## src/rtl/qspi_arb_pkg.sv

```systemverilog
// Shared encodings for the icache/dcache to QSPI line arbiter.
// Holds the state encoding and the chip-select (q_mem) index constants.
package qspi_arb_pkg;

  typedef enum logic [1:0] {
    IDLE   = 2'd0,
    BUSY_I = 2'd1,
    BUSY_D = 2'd2,
    TURN   = 2'd3
  } arb_state_e;

  localparam logic [1:0] MEM_FLASH = 2'd0;
  localparam logic [1:0] MEM_RAM   = 2'd1;
  localparam logic [1:0] MEM_ALT   = 2'd2;

endpackage

```

## src/rtl/qspi_arb.sv

```systemverilog
// Arbitrates icache fills and dcache fills/writebacks onto one QSPI line port.
// Optional macro QSPI_ARB_STARVE_EN adds a starvation guard that forces an I grant.
//
// state  | meaning
// IDLE   | no transfer; arbitrate pending requests
// BUSY_I | icache line transfer in flight, waiting for q_ack
// BUSY_D | dcache line transfer in flight, waiting for q_ack
// TURN   | one-cycle gap after q_ack; requests are not sampled
module qspi_arb
  import qspi_arb_pkg::*;
#(
  parameter int PA          = 24,
  parameter int LINE_LENGTH = 4,
  parameter int STARVE_MAX  = 3,
  localparam int TW         = PA - $clog2(LINE_LENGTH)
) (
  input  logic          clk,
  input  logic          reset,
  input  logic          i_req,
  input  logic [TW-1:0] i_tag,
  output logic          i_done,
  input  logic          d_req,
  input  logic          d_write,
  input  logic [TW-1:0] d_tag,
  output logic          d_done,
  input  logic [1:0]    rom_mode,
  output logic          q_req,
  output logic          q_i_d,
  output logic          q_write,
  output logic [TW-1:0] q_paddr,
  output logic [1:0]    q_mem,
  input  logic          q_ack,
  output logic          busy
);

  arb_state_e    state, state_nx;
  logic          q_req_nx, q_i_d_nx, q_write_nx;
  logic [TW-1:0] q_paddr_nx;
  logic [1:0]    q_mem_nx;
  logic          force_i;

  // a is the top physical address bit, i.e. the MSB of the line tag.
  function automatic logic [1:0] mem_decode(input logic [1:0] mode,
                                            input logic       a,
                                            input logic       i_or_pull);
    logic [1:0] m;
    case (mode)
      2'b00:   m = a ? MEM_ALT : MEM_FLASH;
      2'b01:   m = MEM_FLASH;
      2'b10:   m = a ? MEM_RAM : MEM_FLASH;
      default: m = i_or_pull ? MEM_RAM : MEM_FLASH;
    endcase
    return m;
  endfunction

  always_comb begin
    state_nx   = state;
    q_req_nx   = q_req;
    q_i_d_nx   = q_i_d;
    q_write_nx = q_write;
    q_paddr_nx = q_paddr;
    q_mem_nx   = q_mem;
    case (state)
      IDLE: begin
        if (d_req && !force_i) begin
          state_nx   = BUSY_D;
          q_req_nx   = 1'b1;
          q_i_d_nx   = 1'b0;
          q_write_nx = d_write;
          q_paddr_nx = d_tag;
          q_mem_nx   = mem_decode(rom_mode, d_tag[TW-1], !d_write);
        end else if (i_req) begin
          state_nx   = BUSY_I;
          q_req_nx   = 1'b1;
          q_i_d_nx   = 1'b1;
          q_write_nx = 1'b0;
          q_paddr_nx = i_tag;
          q_mem_nx   = mem_decode(rom_mode, i_tag[TW-1], 1'b1);
        end
      end
      BUSY_I, BUSY_D: begin
        if (q_ack) begin
          state_nx = TURN;
          q_req_nx = 1'b0;
        end
      end
      TURN:    state_nx = IDLE;
      default: state_nx = IDLE;
    endcase
  end

  always_ff @(posedge clk or negedge reset) begin
    if (!reset) begin
      state   <= IDLE;
      q_req   <= 1'b0;
      q_i_d   <= 1'b0;
      q_write <= 1'b0;
      q_paddr <= '0;
      q_mem   <= MEM_FLASH;
    end else begin
      state   <= state_nx;
      q_req   <= q_req_nx;
      q_i_d   <= q_i_d_nx;
      q_write <= q_write_nx;
      q_paddr <= q_paddr_nx;
      q_mem   <= q_mem_nx;
    end
  end

  assign i_done = q_ack && (state == BUSY_I);
  assign d_done = q_ack && (state == BUSY_D);
  assign busy   = (state != IDLE);

`ifdef QSPI_ARB_STARVE_EN
  localparam int SW = $clog2(STARVE_MAX + 1);

  logic [SW-1:0] starve_cnt, starve_nx;
  logic          grant_i, grant_d;

  assign grant_i = (state == IDLE) && (state_nx == BUSY_I);
  assign grant_d = (state == IDLE) && (state_nx == BUSY_D);

  // Counts D grants that overtook a waiting I request; saturates at STARVE_MAX.
  always_comb begin
    starve_nx = starve_cnt;
    if (grant_i || (state == IDLE && !i_req))
      starve_nx = '0;
    else if (grant_d && starve_cnt != SW'(STARVE_MAX))
      starve_nx = starve_cnt + 1'b1;
  end

  always_ff @(posedge clk or negedge reset) begin
    if (!reset) starve_cnt <= '0;
    else        starve_cnt <= starve_nx;
  end

  assign force_i = i_req && (starve_cnt == SW'(STARVE_MAX));
`else
  assign force_i = 1'b0;
`endif

endmodule

```

## config.mk

```make
export PLATFORM = sky130hd
export DESIGN_NAME = qspi_arb
export DESIGN_NICKNAME = d
export VERILOG_FILES = /design/src/rtl/qspi_arb_pkg.sv /design/src/rtl/qspi_arb.sv
export SDC_FILE = /design/constraint.sdc
export NUM_CORES = 1
export LEC_CHECK = 0
export ABC_AREA = 0
export CAP_MARGIN = 20
export CORE_MARGIN = 5
export CORE_UTILIZATION = 35
export DETAILED_ROUTE_END_ITERATION = 8
export GPL_ROUTABILITY_DRIVEN = 0
export PLACE_DENSITY = 0.82
export SYNTH_ARGS = -nofsm -noshare
export SYNTH_HDL_FRONTEND = slang
export SYNTH_SLANG_ARGS = --single-unit
```

## constraint.sdc

```tcl
create_clock -name clk -period 3.7 [get_ports clk]
set_input_delay 0.74 -clock clk [delete_from_list [all_inputs] [get_ports clk]]
set_output_delay 0.74 -clock clk [all_outputs]
set_load 0.03 [all_outputs]
```

==> qor.csv <==
stage,metric,value,unit
place,Buffers on Ports,81,
floorplan,die footprint,5550,um^2
timing,Fmax,350,MHz
grt,initial antenna violation count,0,
timing,Worst-Margin Slew,0.826,ns
power_and_ir_drop,Comb power frac,57.0,%
power_and_ir_drop,Clock power frac,13.3,%
detailed_routing,DRC Markers,0,
detailed_routing,Iteration-0 DRC Markers,40,
floorplan,core area,4030,um^2
power_and_ir_drop,Pwr Density,783,nW/um^2
setup_path,Crit Path Class,input pin to output pin,
cells_and_area,"commonest non-fill, non-tap cells in the layout","clkdlybuf4s50_1 (80), dfrtp_1 (29), o21ai_0 (23)",
setup_path,critical path launch point,q_ack,
yosys,#FFs+latches synth,29,
yosys,"Seq/Total Area, Yosys",49.8,%
floorplan,Rows,23,
power_and_ir_drop,peak supply drop,352,uV
setup_path,worst-path maximum fanout,5,
yosys,synth unique cells,23,
setup_path,Worst EP required,2.96,ns
flow_run,max-cap viol count,0,
cells_and_area,Finished Cell Area,2370,um^2
cts,Sink Count,29,
floorplan,Die Y-Extent,74.5,um
timing,final worst setup slack,0.842,ns
yosys,Gate Count Post-Synth,136,
detailed_routing,DR vias,1230,
cts,H-tree depth,2,
place,dpl hpwl,2720,um
hold_path,worst hold path startpoint,q_paddr[20],
yosys,cell area after synthesis,1460,um^2
setup_path,FF-to-FF setup slack,2.00,ns
hold_path,Hold Crit Class,register to register,
cts,total setup buffers inserted after CTS,0,
place,placed cell areas,2280,um^2
cts,clock transition at the registers of the reported paths,0.05,ns
cells_and_area,Finished Layout Cells,268,
detailed_routing,Routed WL,3400,um
cells_and_area,final net count,274,
cts,Num CTS Buffers,5,
yosys,"Top FF cell, synth",dfrtp_1,
timing,Period minus WS final,2.86,ns
detailed_routing,routed wire length per instance,12.7,um
timing,crit share post-route,77.2,%
floorplan,Ports,82,
cts,Longest Clk Path Bufs,2,
cells_and_area,area delta synth->final,62.8,%
power_and_ir_drop,Pleak,1.07,nW
setup_path,Critical Path Sink Type,output pin,
timing,RSZ-0062 raised after global routing,false,
cells_and_area,proportion of layout cells with a drive suffix above 1,6.42,%
timing,clock skew,0.00200,ns
grt,vias in the first global route,1222,
yosys,syn nets,192,
place,DP Worst Slack,0.842,ns
cts,Resize count post-CTS,0,
power_and_ir_drop,Seq pwr share,29.7,%
grt,largest net degree at the start of global routing,32,
cts,clk_lat worst skew,0.27,ns
power_and_ir_drop,Pint,1.08,mW
timing,Final Hold Fails,0,
power_and_ir_drop,Sw Ratio,41.7,%
power_and_ir_drop,switching power,0.773,mW
run_status,outcome,"complete, no violations",
cells_and_area,"commonest non-fill, non-tap cell in the layout",clkdlybuf4s50_1,
cells_and_area,Fillers,353,
grt,global-route wire length before repair,5330,um
setup_path,worst r2r src,state[0],
timing,setup TNS,0,ns
grt,Congestion Overflow GR,0,
floorplan,Die X,74.5,um
detailed_routing,drt first pass iters,4,
floorplan,Starting Density,36.1,%
cts,clock root buffer,clkbuf_8,
detailed_routing,antenna-violating nets left,0,
yosys,Post-synth EDFFs,0,
timing,Final Slew Violations,0,
cts,CTS tree,built,
yosys,syn avg cell area,10.7,um^2
cells_and_area,fin util,58.9,%
grt,GRT Overall Usage,12.7,%
place,placed cells,261,
timing,Worst slew margin,44.9,%
cts,Post-CTS Hold Buffers,0,
yosys,Ys Warns,0,
setup_path,CP Launch Type,input pin,
detailed_routing,vias per std cell,4.59,
setup_path,"Arr. time, crit path",2.12,ns
cells_and_area,Ant. Diodes,0,
timing,final setup fails,0,
yosys,Synth async-reset ratio,100,%
## worst max-delay path: stages
cell and delay, ns:
clkdlybuf4s50_1 0.53, and2_1 0.16, clkdlybuf4s50_1 0.69
## worst paths after layout
path,end,cells after the start
min reg2reg,q_paddr[20],2
max,d_done,3
min,q_paddr[20],2
min in group asynchronous,q_paddr[15],2
max reg2reg,q_paddr[10],6
max in group asynchronous,q_paddr[20],2
## final cells by class
type | count | area (um^2) | area share, %
repair buffers | 83 | 821 | 34.6
multi-input cells | 93 | 653 | 27.5
inverters | 6 | 22.5 | 0.950
flip-flops and latches | 29 | 726 | 30.6
clock buffers | 7 | 86.3 | 3.64
well taps | 50 | 62.6 | 2.64
## registers in the layout, indices dropped and copies added, names as in the netlist
name / count
q_i_d: 1
q_write: 1
q_mem: 2
state: 2
q_req: 1
q_paddr: 22
## logic make-up after synthesis
logic type	synth area share [%]
multiplexers	15.1
adder cells (fa/ha/maj)	3.44
AO/OA/AOI/OAI	16.3
AND/OR/NAND/NOR	9.45
flip-flops	49.8
buffers and inverters	5.84
## synth_stat cells, drive strengths merged (2+ instances only)
library cell / number / area share (%)
nand2: 21 / 5.4
dfrtp: 29 / 50
o21ai: 24 / 8.5
a21oi: 7 / 2.4
buf: 6 / 3.8
mux2i: 22 / 15
clkbuf: 2 / 0.52
and2: 2 / 0.86
ha: 4 / 3.4
inv: 6 / 1.5
a32o: 2 / 1.4
a21o: 2 / 1.0
## power by group through the flow
stage	sequential [mW]	combinational [mW]	clock [mW]
floorplan	0.832	0.359	0
global placement	0.550	1.06	0
detailed placement	0.559	1.08	0
CTS	0.554	1.08	0.257
global route	0.571	1.15	0.269
finish	0.550	1.06	0.247
## per-stage QoR
| step | hold WS (ns) | power, mW |
|---|---|---|
| after floorplan | 0.444 | 1.19 |
| after global placement | 0.460 | 1.61 |
| final | 0.473 | 1.86 |
| after CTS | 0.479 | 1.89 |
| after global routing | 0.499 | 1.99 |
| after detailed placement | 0.466 | 1.64 |
## routing by layer
layer | part of all wire, % | wire length [um] | track usage, %
met1 | 37 | 1240 | 13.2
met2 | 53 | 1820 | 23.5
met3 | 9.0 | 307 | 3.78
met4 | 1.1 | 36 | 5.34
met5 | 0 | 0 | 0
Note: power is estimated with default switching activity, not from simulation.
